===== config.mk =====
export PLATFORM = sky130hd
export DESIGN_NAME = mmio_uart_tx_queue
export DESIGN_NICKNAME = d
export VERILOG_FILES = /design/src/rtl/mmio_uart_tx_queue.sv
export SDC_FILE = /design/constraint.sdc
export NUM_CORES = 1
export LEC_CHECK = 0
export ABC_CLOCK_PERIOD_IN_PS = 7770
export CAP_MARGIN = 20
export CELL_PAD_IN_SITES_DETAIL_PLACEMENT = 2
export CELL_PAD_IN_SITES_GLOBAL_PLACEMENT = 2
export CORE_MARGIN = 2
export CORE_UTILIZATION = 43
export DETAILED_ROUTE_END_ITERATION = 10
export PLACE_DENSITY = 0.93
export SLEW_MARGIN = 20
export SYNTH_ARGS = -nofsm -noshare
export SYNTH_HDL_FRONTEND = slang
export SYNTH_SLANG_ARGS = --single-unit

===== constraint.sdc =====
create_clock -name clk -period 7.77 [get_ports clk]
set_input_delay 1.1655 -clock clk [delete_from_list [all_inputs] [get_ports clk]]
set_output_delay 1.1655 -clock clk [all_outputs]
set_load 0.005 [all_outputs]

===== src/rtl/mmio_uart_tx_queue.sv =====
// MMIO transmit queue for the UART: CPU stores fill a FIFO and a drain FSM
// hands the bytes to the UART one start pulse at a time.
module mmio_uart_tx_queue #(
   parameter int DATA_W       = 8,
   parameter int DEPTH        = 16,
   parameter int BUSY_TIMEOUT = 4
) (
   input  logic              clk,
   input  logic              reset,
   input  logic              mmio_wr_en,
   input  logic              mmio_rd_en,
   input  logic [3:0]        mmio_addr,
   input  logic [31:0]       mmio_wdata,
   output logic [31:0]       mmio_rdata,
   input  logic              UART_busy,
   output logic              mmio_uart_tx_start,
   output logic [DATA_W-1:0] mmio_uart_tx_data,
   output logic              fifo_full,
   output logic              fifo_empty
);
   localparam int AW = $clog2(DEPTH);
   localparam int CW = AW + 1;
   localparam int TW = $clog2(BUSY_TIMEOUT + 1);

   typedef enum logic [1:0] {
      IDLE      = 2'd0,
      START     = 2'd1,
      WAIT_BUSY = 2'd2,
      WAIT_DONE = 2'd3
   } state_t;

   state_t            state_q, state_d;
   logic [DATA_W-1:0] mem_q [DEPTH];
   logic [AW-1:0]     wr_ptr_q, wr_ptr_d;
   logic [AW-1:0]     rd_ptr_q, rd_ptr_d;
   logic [CW-1:0]     count_q, count_d;
   logic [TW-1:0]     timer_q, timer_d;
   logic              overflow_q, overflow_d;
   logic              enable_q, enable_d;
   logic              tx_start_q, tx_start_d;
   logic [DATA_W-1:0] tx_data_q, tx_data_d;
   logic              wr_txdata_s, wr_status_s, wr_ctrl_s, flush_s;
   logic              go_s, pop_s, push_s, ovf_set_s, busy_fsm_s;
   logic              unused_s;

   assign wr_txdata_s = mmio_wr_en & (mmio_addr[3:2] == 2'd0);
   assign wr_status_s = mmio_wr_en & (mmio_addr[3:2] == 2'd1);
   assign wr_ctrl_s   = mmio_wr_en & (mmio_addr[3:2] == 2'd2);
   assign flush_s     = wr_ctrl_s & mmio_wdata[1];

   assign fifo_full  = (count_q == CW'(DEPTH));
   assign fifo_empty = (count_q == {CW{1'b0}});
   assign busy_fsm_s = (state_q != IDLE);

   // The pop happens on the IDLE->START edge, so a push into a full FIFO on that edge fits.
   assign go_s      = enable_q & ~fifo_empty & ~UART_busy;
   assign pop_s     = (state_q == IDLE) & go_s;
   assign push_s    = wr_txdata_s & ~flush_s & (~fifo_full | pop_s);
   assign ovf_set_s = wr_txdata_s & ~flush_s & fifo_full & ~pop_s;

   assign mmio_uart_tx_start = tx_start_q;
   assign mmio_uart_tx_data  = tx_data_q;
   assign unused_s           = ^{mmio_rd_en, mmio_addr[1:0], mmio_wdata[31:DATA_W]};

   // Register read mux
   always_comb begin
      mmio_rdata = 32'd0;
      case (mmio_addr[3:2])
         2'd1:    mmio_rdata = {16'd0, 8'(count_q), 4'd0, busy_fsm_s, overflow_q, fifo_empty, fifo_full};
         2'd2:    mmio_rdata = {31'd0, enable_q};
         default: mmio_rdata = 32'd0;
      endcase
   end

   // FIFO pointers, count and control bits
   always_comb begin
      wr_ptr_d = wr_ptr_q;
      rd_ptr_d = rd_ptr_q;
      count_d  = count_q;
      if (flush_s) begin
         wr_ptr_d = {AW{1'b0}};
         rd_ptr_d = {AW{1'b0}};
         count_d  = {CW{1'b0}};
      end else begin
         if (push_s) wr_ptr_d = wr_ptr_q + AW'(1);
         else        wr_ptr_d = wr_ptr_q;
         if (pop_s)  rd_ptr_d = rd_ptr_q + AW'(1);
         else        rd_ptr_d = rd_ptr_q;
         case ({push_s, pop_s})
            2'b10:   count_d = count_q + CW'(1);
            2'b01:   count_d = count_q - CW'(1);
            default: count_d = count_q;
         endcase
      end
      if (ovf_set_s)                       overflow_d = 1'b1;
      else if (wr_status_s & mmio_wdata[2]) overflow_d = 1'b0;
      else                                 overflow_d = overflow_q;
      if (wr_ctrl_s) enable_d = mmio_wdata[0];
      else           enable_d = enable_q;
   end

   // Drain FSM next state and registered UART outputs
   always_comb begin
      state_d    = state_q;
      timer_d    = timer_q;
      tx_start_d = 1'b0;
      tx_data_d  = tx_data_q;
      case (state_q)
         IDLE: begin
            if (go_s) begin
               state_d    = START;
               tx_start_d = 1'b1;
               tx_data_d  = mem_q[rd_ptr_q];
            end else begin
               state_d = IDLE;
            end
         end
         START: begin
            state_d = WAIT_BUSY;
            timer_d = {TW{1'b0}};
         end
         WAIT_BUSY: begin
            if (UART_busy)                               state_d = WAIT_DONE;
            else if (timer_q == TW'(BUSY_TIMEOUT - 1))   state_d = IDLE;
            else                                         timer_d = timer_q + TW'(1);
         end
         WAIT_DONE: begin
            if (!UART_busy) state_d = IDLE;
            else            state_d = WAIT_DONE;
         end
         default: state_d = IDLE;
      endcase
   end

   // FIFO storage; entries are only read when count says they are valid
   always_ff @(posedge clk) begin
      if (push_s) mem_q[wr_ptr_q] <= mmio_wdata[DATA_W-1:0];
   end

   // State registers
   always_ff @(posedge clk or posedge reset) begin
      if (reset) begin
         state_q    <= IDLE;
         wr_ptr_q   <= {AW{1'b0}};
         rd_ptr_q   <= {AW{1'b0}};
         count_q    <= {CW{1'b0}};
         timer_q    <= {TW{1'b0}};
         overflow_q <= 1'b0;
         enable_q   <= 1'b1;
         tx_start_q <= 1'b0;
         tx_data_q  <= {DATA_W{1'b0}};
      end else begin
         state_q    <= state_d;
         wr_ptr_q   <= wr_ptr_d;
         rd_ptr_q   <= rd_ptr_d;
         count_q    <= count_d;
         timer_q    <= timer_d;
         overflow_q <= overflow_d;
         enable_q   <= enable_d;
         tx_start_q <= tx_start_d;
         tx_data_q  <= tx_data_d;
      end
   end
endmodule


# Word-level counts from Yosys, hierarchy flattened

Memories as Yosys holds them, arrays and structs flattened. A register that Yosys moved wholly into a read port is not among the register bits.
Cells that the tools add are included.

$add $sub $neg: 5
Eq/ne operators: 12
Mux-type cells: 21
Bitwise gates (word level): 18
Reduce and logical (&&, ||, !) cells: 11

Operators by type and width:

| cell                | count |
|---|---|
| $pmux 13 s2         | 1 |
| $mux 4              | 4 |
| $and 1x1->1         | 12 |
| $pmux 5 s2          | 1 |
| $reduce_bool 2->1   | 5 |
| $add 4x1->4 const B | 2 |
| $eq 2x2->1 const B  | 4 |
| $pmux 2 s4          | 1 |
| $mux 1              | 7 |
| $eq 2x1->1 const B  | 3 |
| $mux 2              | 3 |
| $mux 3              | 2 |
| $pmux 3 s2          | 1 |
| $add 5x1->5 const B | 1 |
| $eq 5x5->1 const B  | 1 |
| $logic_not 5->1     | 1 |
| $mux 5              | 1 |
| $not 1->1           | 5 |
| $sub 5x1->5 const B | 1 |
| $logic_not 2->1     | 2 |
| $ne 2x2->1 const B  | 2 |
| $add 3x1->3 const B | 1 |
| $eq 3x2->1 const B  | 1 |
| $ne 3x3->1 const B  | 1 |
| other kinds (4)     | 4 |

Register bits after elaboration: 21
RAM bits: 128
Bits of input ports: 41
Output and inout port bits: 43
Logic and storage cells: 76
Memories kept: 1

Memories:

| memory | depth | width | read ports | clocked after Yosys merged registers in | write ports | RTL line | source |
|---|---|---|---|---|---|---|---|
| mem_q  | 16    | 8     | 1          | 1                                       | 1           | 33       | `logic [DATA_W-1:0] mem_q [DEPTH];` |

# Logic depth before layout (Yosys ltp)

Depth in word-level cells: 10
Depth in mapped cells: 13
Mapped depth without buffers: 12

# Least setup slack after synthesis

No wires, ideal clock.

Path kind: input -> register
Start point: input mmio_addr[2]
End point: memory mem_q[11][0], enable pin
Setup time: 0.383 ns
Data arrival time: 3.010 ns
Required time: 7.387 ns
Path slack: 4.377 ns
Stages on the path: 7
Cell sequence: inv_1 > ha_1 > and2_1 > nor2_1 > a21boi_1 > nand2_1 > nor3_1

Word-level cells in the longest chain between the ends: 8

RTL lines:

| item                             | RTL line | source |
|---|---|---|
| from (decl)                      | 12       | `input logic [3:0] mmio_addr,` |
| $eq 2x2->1                       | 48       | `assign wr_ctrl_s = mmio_wr_en & (mmio_addr[3:2] == 2'd2);` |
| $and 1x1->1                      | 48       |  |
| $and 1x1->1                      | 49       | `assign flush_s = wr_ctrl_s & mmio_wdata[1];` |
| $not 1->1                        | 58       | `assign push_s = wr_txdata_s & ~flush_s & (~fifo_full \| pop_s);` |
| $and 1x1->1 (*) (2 in series)    | 58       |  |
| $mux 1 (*)                       | 137      | `if (push_s) mem_q[wr_ptr_q] <= mmio_wdata[DATA_W-1:0];` |
| $mux 1 (implied by the code) (*) | 137      |  |
| to (decl)                        | 33       |  |

Mark *: on every way between the ends. The rest lies on a longest branch, timed or not.

# Final worst setup path

Start point: input mmio_wdata[1]
End point: memory mem_q[2][5], enable pin

Word-level cells in the longest chain between the ends: 6

RTL lines:

| item                         | RTL line | source |
|---|---|---|
| from (decl)                  | 13       | `input logic [31:0] mmio_wdata,` |
| $and 1x1->1                  | 49       |  |
| $not 1->1                    | 58       |  |
| $and 1x1->1 (2 in series)    | 58       |  |
| $mux 1                       | 137      |  |
| $mux 1 (implied by the code) | 137      |  |

No other way between the ends.

==> results.tsv <==
metric	value	unit
outcome	complete, no violations	
synth-seq-cells	157	
cts_setup_buffers	0	
grt_max_degree	36	
r2r_start	state_q[0]	
cts_resized	0	
ys.flop_type	edfxtp_1	
dpl.hpwl	12130	um
p_per_area	316.9	nW/um2
overflow	0	
worstSetupPathType	in -> reg	
clk_latency	430	ps
synthArstFlopShare	18.47	%
die_h	129.2	um
whs_endpoint	mmio_uart_tx_data[1]	
critPathLaunchType	input pin	
yosys.area_share.simple	7.146	%
slew_viol_final	0	
min_path_cells	2	
p_seq_share	42.7	%
placement.io_buffers	33	
clock-sinks	157	
yosysSeqAreaShare	67.80	%
synth_area_per_cell	16.36	um2
syn_area	6741	um2
required	7840	ps
regToRegSetupSlack	4350	ps
synth_cell_type_count	52	
slew_headroom	29.22	%
die_w	129.2	um
synth_top_family_by_area	multiplexers	
hp-class	reg -> reg	
drive_above_1_share	17.03	%
drt_iter0_markers	253	
root_buffer	clkbuf_16	
cts_buffers	17	
drt_wl_total	18820	um
max_freq	214.9	MHz
holdBufCountCts	0	
crit_path_max_fanout	19	
switchingPower	717.8	uW
syn_inst	412	
setup_violations	0	
ant_nets	0	
antenna_cells	0	
firstDrtPassIters	5	
cp.arrival	4720	ps
ir_drop	0.1864	mV
htreeDepth	4	
clk_pin_slew	70	ps
placementRows	45	
worstRegToRegCells	5	
viasPerCell	5.665	
layout_commonest_cell	edfxtp_1	
start_util	44.18	%
antenna_found_initial	1	
wl_per_cell	27.88	um
min_period_over_period	59.89	%
post-route-min-period	4653	ps
setup_tns	0	ps
area_growth	16.15	%
yosysTopAreaCell	edfxtp_1	
swShare	28.92	%
vias	3824	
drv_cap	0	
worst_setup_path_end_kind	register	
final_cell_mix	edfxtp_1 (128), clkdlybuf4s50_1 (33), mux4_2 (32), nor2_1 (27), dfrtp_1 (27)	
postLayoutCellArea	7830	um2
first_global_vias	4257	
p_int	1764	uW
p_leak	0.002726	uW
power	2482	uW
hold_start	mmio_uart_tx_data[1]	
cts_tree	done	
synth_top_area_share	57.02	%
pwr-share-clk	36.0	%
drc	0	
die_area	16700	um2
grt_pass1_wl	28100	um
synth.area.top_cells	edfxtp_1 (57%), mux4_2 (11%), dfrtp_1 (10%)	
final_core_util	51.32	%
core	15260	um2
fin_nets	504	
io_pins	84	
synth-xor-area-share	1.039	%
hold_viol	0	
finalClockSkew	11.64	ps
ys.warnings.count	0	
rsz0062_at_grt	false	
dpl_cell_area	7207	um2
synth-compound-area-share	3.805	%
synth_edf_count	128	
tightest_slew	1062	ps
synthMuxAreaShare	13.38	%
place.gp.congestion	0.8139	
reg2reg_to	mem_q[2][5]	
comb_power_share	21.2	%
synthAdderAreaFrac	2.227	%
grt_usage	24.03	%
cts_max_path_buffers	2	
-- metrics by stage --
stage	hold WS [ps]	instances	setup WS (ps)
finish	492.8	675	3117
global route	531.9	675	2899
CTS	498.8	675	3181
detailed placement	488.0	643	2926
global placement	477.2	643	3497
floorplan	458.9	434	4377
-- routing by layer --
layer | GRT usage, % | part of all wire (%)
met1 | 29.44 | 40
met2 | 41.73 | 53
met4 | 10.29 | 2.5
met5 | 0 | 0.064
met3 | 4.666 | 4.8
-- state kept, by name (all words and copies together), names as in the netlist --
name,count
timer_q,3
mmio_uart_tx_start,1
mmio_uart_tx_data,8
overflow_q,1
count_q,5
wr_ptr_q,4
mem_q,128
state_q,2
rd_ptr_q,4
enable_q,1
-- worst max-delay path: stages --
cell	delay, ps
clkdlybuf4s50_1	800
and2_1	360
nor2_1	280
a21boi_1	790
nor3b_1	650
and2_1	660
-- cells in the mapped netlist (all sizes together) (7+ instances only) --
cell type,count
edfxtp,128
mux4,32
buf,30
nor2,29
dfrtp,28
nand2,24
mux2i,17
inv,13
ha,12
clkbuf,11
and2,9
o221ai,8
a21oi,7
-- final cells by class --
type                       instances  area, um2
multi-input combinational        223       1951
clock buffer                      18      429.2
sequential                       157       4572
inverter                          13      48.80
clock inverter                    14      190.2
tap                              211      264.0
timing repair buffer              39      375.4
fill                            1341       7428
-- worst max-delay path by stage --
stage | slack (ps) | start | depth (start not counted) | end
3_3_place_gp | 3500 | mmio_wdata[1] | 6 | mem_q[12][7]
3_5_place_dp | 2930 | mmio_wdata[1] | 6 | mem_q[2][7]
5_1_grt | 2900 | mmio_wdata[1] | 6 | mem_q[2][4]
4_1_cts | 3180 | mmio_wdata[1] | 6 | mem_q[2][1]
2_1_floorplan | 4380 | mmio_addr[2] | 7 | mem_q[11][0]
6_report | 3120 | mmio_wdata[1] | 6 | mem_q[2][5]
-- power groups by stage --
stage / registers, uW / clock network [uW] / logic (uW)
2_1_floorplan: 1030 / 0 / 359
3_3_place_gp: 1060 / 0 / 466
3_5_place_dp: 1070 / 0 / 512
4_1_cts: 1060 / 905 / 533
5_1_grt: 1070 / 930 / 570
6_report: 1060 / 894 / 527
-- cells by family (layout without fill, tap and decap cells) --
group / Yosys count / after routing
and+or+nand+nor: 95 / 95
AOI/OAI and AO/OA: 35 / 35
muxes: 50 / 50
xor gates and xnor gates: 8 / 8
other: 1 / 23
adders and majority gates: 12 / 12
DFF: 157 / 157
buffers and inverters: 54 / 84
Power figures use the tool's default switching activity.
